`src/rtl/tlut_sched_pkg.sv`:
```
// Shared types and constants for the temporal-LUT multiply job sequencer.
//   sched_state_t : sequencer FSM states
//   PERF_W        : width of the optional performance counters
//   timer_w()     : width of the shared down counter. It must hold both the
//                   timeout and the adder-tree latency.
package tlut_sched_pkg;

  typedef enum logic [1:0] {
    IDLE   = 2'd0,
    RUN    = 2'd1,
    SETTLE = 2'd2,
    OUT    = 2'd3
  } sched_state_t;

  localparam int unsigned PERF_W = 32;

  function automatic int unsigned timer_w(input int unsigned tmo_cyc,
                                          input int unsigned tree_lat);
    int unsigned m;
    m = (tmo_cyc > tree_lat) ? tmo_cyc : tree_lat;
    return $clog2(m + 1);
  endfunction

endpackage

```
`src/rtl/tlut_sched_timer.sv`:
```
// Loadable down counter that saturates at zero. The sequencer uses it for the
// tlut_done timeout and for the adder-tree settle latency.
// Ports:
//   clk, rst  : clock, asynchronous active-high reset
//   load      : load load_val (takes priority over dec)
//   load_val  : value to load
//   dec       : decrement by one, holding at zero
//   cnt       : current count
//   zero      : count == 0
module tlut_sched_timer #(
  parameter int unsigned W = 8
) (
  input  logic         clk,
  input  logic         rst,
  input  logic         load,
  input  logic [W-1:0] load_val,
  input  logic         dec,
  output logic [W-1:0] cnt,
  output logic         zero
);

  logic [W-1:0] cnt_q;

  always_ff @(posedge clk or posedge rst) begin
    if (rst) begin
      cnt_q <= '0;
    end else if (load) begin
      cnt_q <= load_val;
    end else if (dec && (cnt_q != '0)) begin
      cnt_q <= cnt_q - W'(1);
    end
  end

  assign cnt  = cnt_q;
  assign zero = (cnt_q == '0);

endmodule

```
`src/rtl/tlut_mul_sched.sv`:
```
// Job sequencer for the temporal-LUT matrix multiplier. It does the following:
//   - accepts a job over valid/ready
//   - pulses tlut_start
//   - waits for tlut_done, then for the adder-tree latency
//   - captures mult_in and presents the result over valid/ready
// A timeout with no tlut_done returns an error result with zero data.
// Ports:
//   clk, rst              : clock, asynchronous active-high reset
//   job_valid/ready/id    : job request handshake and tag
//   tlut_start            : one-cycle registered start pulse per accepted job
//   tlut_done             : products stable at the adder-tree input
//   mult_in               : adder-tree output, sampled only at capture
//   res_valid/ready       : result handshake
//   res_id/data/err       : result tag, captured data, timeout flag
//   perf_jobs, perf_stall : only when TLUT_SCHED_PERF_EN is defined
// Configuration macro: TLUT_SCHED_PERF_EN (adds the performance counters).
module tlut_mul_sched
  import tlut_sched_pkg::*;
#(
  parameter int unsigned ID_W     = 4,
  parameter int unsigned RES_W    = 144,
  parameter int unsigned TREE_LAT = 1,
  parameter int unsigned TMO_CYC  = 255
) (
  input  logic             clk,
  input  logic             rst,
  input  logic             job_valid,
  output logic             job_ready,
  input  logic [ID_W-1:0]  job_id,
  output logic             tlut_start,
  input  logic             tlut_done,
  input  logic [RES_W-1:0] mult_in,
  output logic             res_valid,
  input  logic             res_ready,
  output logic [ID_W-1:0]  res_id,
  output logic [RES_W-1:0] res_data,
  output logic             res_err
`ifdef TLUT_SCHED_PERF_EN
  ,
  output logic [PERF_W-1:0] perf_jobs,
  output logic [PERF_W-1:0] perf_stall
`endif
);

  localparam int unsigned TMR_W = timer_w(TMO_CYC, TREE_LAT);

  sched_state_t     state_q, state_d;
  logic [ID_W-1:0]  job_id_q, job_id_d;
  logic [ID_W-1:0]  res_id_q, res_id_d;
  logic [RES_W-1:0] res_data_q, res_data_d;
  logic             res_err_q, res_err_d;
  logic             start_q, start_d;

  logic             tmr_load, tmr_dec, tmr_zero;
  logic [TMR_W-1:0] tmr_val, tmr_cnt;

  tlut_sched_timer #(
    .W (TMR_W)
  ) u_timer (
    .clk      (clk),
    .rst      (rst),
    .load     (tmr_load),
    .load_val (tmr_val),
    .dec      (tmr_dec),
    .cnt      (tmr_cnt),
    .zero     (tmr_zero)
  );

  always_comb begin
    state_d    = state_q;
    job_id_d   = job_id_q;
    res_id_d   = res_id_q;
    res_data_d = res_data_q;
    res_err_d  = res_err_q;
    start_d    = 1'b0;
    tmr_load   = 1'b0;
    tmr_val    = '0;
    tmr_dec    = 1'b0;
    job_ready  = 1'b0;

    unique case (state_q)
      IDLE: begin
        job_ready = 1'b1;
        if (job_valid) begin
          job_id_d = job_id;
          start_d  = 1'b1;
          tmr_load = 1'b1;
          tmr_val  = TMR_W'(TMO_CYC);
          state_d  = RUN;
        end
      end
      RUN: begin
        tmr_dec = 1'b1;
        // A done level coincident with our own start pulse belongs to no job yet.
        if (tlut_done && !start_q) begin
          tmr_load = 1'b1;
          tmr_val  = TMR_W'(TREE_LAT);
          state_d  = SETTLE;
        end else if (tmr_cnt <= TMR_W'(1)) begin
          // This cycle's decrement reaches zero, so RUN lasts exactly TMO_CYC cycles.
          res_id_d   = job_id_q;
          res_data_d = '0;
          res_err_d  = 1'b1;
          state_d    = OUT;
        end
      end
      SETTLE: begin
        tmr_dec = 1'b1;
        if (tmr_zero) begin
          res_id_d   = job_id_q;
          res_data_d = mult_in;
          res_err_d  = 1'b0;
          state_d    = OUT;
        end
      end
      OUT: begin
        if (res_ready) begin
          job_ready = 1'b1;
          // Accept the next job in the same cycle as the result handshake.
          if (job_valid) begin
            job_id_d = job_id;
            start_d  = 1'b1;
            tmr_load = 1'b1;
            tmr_val  = TMR_W'(TMO_CYC);
            state_d  = RUN;
          end else begin
            state_d = IDLE;
          end
        end
      end
      default: state_d = IDLE;
    endcase
  end

  always_ff @(posedge clk or posedge rst) begin
    if (rst) begin
      state_q    <= IDLE;
      job_id_q   <= '0;
      res_id_q   <= '0;
      res_data_q <= '0;
      res_err_q  <= 1'b0;
      start_q    <= 1'b0;
    end else begin
      state_q    <= state_d;
      job_id_q   <= job_id_d;
      res_id_q   <= res_id_d;
      res_data_q <= res_data_d;
      res_err_q  <= res_err_d;
      start_q    <= start_d;
    end
  end

  assign tlut_start = start_q;
  assign res_valid  = (state_q == OUT);
  assign res_id     = res_id_q;
  assign res_data   = res_data_q;
  assign res_err    = res_err_q;

`ifdef TLUT_SCHED_PERF_EN
  logic [PERF_W-1:0] perf_jobs_q, perf_stall_q;

  always_ff @(posedge clk or posedge rst) begin
    if (rst) begin
      perf_jobs_q  <= '0;
      perf_stall_q <= '0;
    end else begin
      if ((state_q == OUT) && res_ready) perf_jobs_q <= perf_jobs_q + PERF_W'(1);
      if ((state_q == OUT) && !res_ready) perf_stall_q <= perf_stall_q + PERF_W'(1);
    end
  end

  assign perf_jobs  = perf_jobs_q;
  assign perf_stall = perf_stall_q;
`endif

endmodule

```
`config.mk`:
```
export PLATFORM = sky130hd
export DESIGN_NAME = tlut_mul_sched
export DESIGN_NICKNAME = d
export VERILOG_FILES = /design/src/rtl/tlut_sched_pkg.sv /design/src/rtl/tlut_sched_timer.sv /design/src/rtl/tlut_mul_sched.sv
export SDC_FILE = /design/constraint.sdc
export NUM_CORES = 1
export LEC_CHECK = 0
export ABC_AREA = 1
export CAP_MARGIN = 20
export CORE_UTILIZATION = 50
export DETAILED_ROUTE_END_ITERATION = 12
export DONT_BUFFER_PORTS = 1
export HOLD_SLACK_MARGIN = 0.06
export PLACE_DENSITY = 0.69
export SLEW_MARGIN = 20
export SYNTH_ARGS = -nofsm -noshare
export SYNTH_HDL_FRONTEND = slang
export SYNTH_HIERARCHICAL = 1
export SYNTH_SLANG_ARGS = --single-unit
export TNS_END_PERCENT = 20
```
`constraint.sdc`:
```
create_clock -name clk -period 13.62 [get_ports clk]
set_input_delay 2.724 -clock clk [delete_from_list [all_inputs] [get_ports clk]]
set_output_delay 2.724 -clock clk [all_outputs]
set_load 0.01 [all_outputs]
```
==> results.sh <==
export IMPL_grt_pass1_wl_um=30000
export IMPL_cts_sinks=164
export IMPL_synth_mux_area_share_pct=0
export IMPL_io_buffers=0
export IMPL_critPathLaunchType="input port"
export IMPL_critPathMaxStageDelay_ps=240
export IMPL_wl_met1_um=7910
export IMPL_dp_hpwl_um=12700
export IMPL_hold_violations=0
export IMPL_final_cells=1299
export IMPL_fin_crit_ps=5720
export IMPL_critPathTopFamily="compound AO/OA/AOI/OAI gates"
export IMPL_overflow=0
export IMPL_antenna_cells=0
export IMPL_holdPathStages=2
export IMPL_synth_top_area_share_pct=50.8
export IMPL_rsz0062_at_grt="false"
export IMPL_avgViaCountPerCell=5.06
export IMPL_slew_viol_final=0
export IMPL_drive_gt1_share_pct=4.89
export IMPL_ios=305
export IMPL_power_frac_comb_pct=40.1
export IMPL_post_cts_buffers=0
export IMPL_power_frac_seq_pct=37.1
export IMPL_hp_class="reg -> reg"
export IMPL_min_delay_worst_endpoint="job_id_q[0]$_DFFE_PP0P_"
export IMPL_area_growth_pct=7.74
export IMPL_synth_compound_area_share_pct=1.64
export IMPL_worst_path_buf_inv=0
export IMPL_period_share_pct=42.0
export IMPL_whs_ps=488
export IMPL_ys_top_cells_by_area="dfrtp_1, nand2_1, nand3_1"
export IMPL_die_x_um=129
export IMPL_yosys_area_top_type="dfrtp_1"
export IMPL_drc=0
export IMPL_power_frac_clock_pct=22.8
export IMPL_leakage_uw=0.00563
export IMPL_synth_simple_gate_area_share_pct=34.7
export IMPL_critPathRequiredTime_ps=10900
export IMPL_grt_usage_pct=23.2
export IMPL_first_global_vias=5825
export IMPL_gp_congestion=0.862
export IMPL_core_area_um2=15800
export IMPL_dpl_cell_count=1267
export IMPL_synth_top_family_by_area="simple AND/OR/NAND/NOR gates"
export IMPL_clk_path_buf_depth=2
export IMPL_cts_hold_fix_buffers=0
export IMPL_rr_startpoint="state_q[0]$_DFFE_PP0P_"
export IMPL_r2r_end="res_data[95]$_DFFE_PP0P_"
export IMPL_cts_buffers=17
export IMPL_p_sw_share_pct=46.3
export IMPL_worstHoldStart="job_id_q[0]$_DFFE_PP0P_"
export IMPL_synth_nets=1270
export IMPL_cts_root_buf="clkbuf_16"
export IMPL_timing_slew_headroom_pct=40.0
export IMPL_timing_fmax_ghz=0.175
export IMPL_cp_data_arrival_time_ps=3000
export IMPL_worst_slew_pin_transition_ps=900
export IMPL_antenna_found_initial=0
export IMPL_fp_row_count=46
export IMPL_dr_pass1_iters=5
export IMPL_clk_pin_slew_ps=60
export IMPL_wl_met3_um=1950
export IMPL_crit_fanout=3
export IMPL_dieArea_um2=16700
export IMPL_drt_wl_total_um=19700
export IMPL_p_int_uw=1060
export IMPL_yosysWarnings=6
export IMPL_dr_wl_met2_um=9380
export IMPL_yosysSeqAreaShare_pct=50.8
export IMPL_layout_nets=1230
export IMPL_cap_violations=0
export IMPL_h_tree_depth=4
export IMPL_skew_ps=7.83
export IMPL_avgSynthCellArea_um2=7.28
export IMPL_rr_worst_depth=10
export IMPL_synthAdderAreaFrac_pct=1.08
export IMPL_clk_latency_ps=420
export IMPL_p_sw_uw=916
export IMPL_slowest_stage="a21oi_1"
export IMPL_initial_core_util_pct=51.1
export IMPL_setup_tns_ps=0
export IMPL_synth_area_um2=8090
export IMPL_ys_ff_latch=164
export IMPL_synthesis_instances=1110
export IMPL_setup_violations=0
export IMPL_cellPowerDensity_nw_per_um2=227
export IMPL_ir_drop_mv=0.171
export IMPL_critPathKind="in -> out"
export IMPL_yosys_cell_types_count=23
export IMPL_wire_per_inst_um=15.1
export IMPL_cts_tree="yes"
export IMPL_cp_cell_sequence="nand2_1, a21oi_1"
export IMPL_drt_iter0_drc=398
export IMPL_synthXorXnorAreaFrac_pct=0.217
export IMPL_end_kind="output pin"
export IMPL_antenna_left=0
export IMPL_num_vias=6573
export IMPL_die_h_um=129
export IMPL_grt_max_degree=84
export IMPL_cts_resized=0
export IMPL_status="finished, final reports clean"
export IMPL_r2r_slack_ps=9620
export IMPL_top_layer_used="met4"
==> cell usage in the layout (no fill, tap or decap), drive strengths merged <==
cell,instances
a21oi,3
buf,7
bufinv,1
clkbuf,20
clkinv,6
clkinvlp,5
dfrtp,164
ha,7
inv,171
nand2,490
nand3,168
nand4,1
nor2,18
nor3,2
o211ai,1
o21ai,16
or2,1
xnor2,2
==> cells by family after synthesis <==
kind of cell | Yosys count
xor+xnor | 2
simple gates | 680
flops | 164
buf+inv | 237
fa+ha+maj | 7
compound gates | 20
==> power groups by stage <==
stage	Sequential (uW)	Combinational [uW]	Clock (uW)
2_1_floorplan	708	660	0
3_3_place_gp	739	790	0
3_5_place_dp	740	806	0
4_1_cts	733	806	461
5_1_grt	746	905	484
6_report	733	792	452
==> through the flow <==
step | util (%) | power, uW | instance area (um^2) | setup slack, ps
after floorplan | - | 1370 | 8090 | 6690
after global placement | 51.5 | 1530 | 8150 | 7890
after detailed placement | 51.5 | 1550 | 8150 | 7890
after CTS | 55.0 | 2000 | 8710 | 7890
after global routing | 55.0 | 2140 | 8710 | 7880
final | 55.0 | 1980 | 8710 | 7900
==> sequential cells by signal, summed over array words and instances, names as in the netlist <==
register,count
tlut_start,1
state_q,2
job_id_q,4
res_data,144
res_id,4
res_err,1
u_timer/cnt,8
==> cell type report <==
type	count	area [um^2]
Clock buffer	20	447
Clock inverter	12	109
Fill cell	1526	7120
Inverter	171	647
Multi-Input combinational cell	709	3080
Sequential cell	164	4100
Tap cell	216	270
Timing Repair Buffer	7	56.3
==> cells in the mapped netlist (all sizes together) <==
cell and n:
ha 7, nor2 18, nand4 1, o21ai 16, or2 1, buf 39, nor3 2, dfrtp 164
xnor2 2, clkbuf 27, nand3 168, o211ai 1, nand2 490, inv 171, a21oi 3
==> per-layer routing <==
| layer | GRT usage [%] | vias up |
|---|---|---|
| met5 | 0 | - |
| met4 | 9.13 | 0 |
| met3 | 8.34 | 30 |
| met2 | 37.3 | 257 |
| met1 | 28.3 | 3037 |
| li1 | - | 3249 |
==> worst max-delay path by stage <==
| stage | from | end | slack, ps | depth (start not counted) |
|---|---|---|---|---|
| detailed placement | res_ready | job_ready | 7890 | 2 |
| finish | res_ready | job_ready | 7900 | 2 |
| global placement | res_ready | job_ready | 7890 | 2 |
| CTS | res_ready | job_ready | 7890 | 2 |
| global route | res_ready | job_ready | 7880 | 2 |
| floorplan | rst | job_id_q[0]$_DFFE_PP0P_ | 6690 | 1 |
Note: power is estimated with default switching activity, not from simulation.
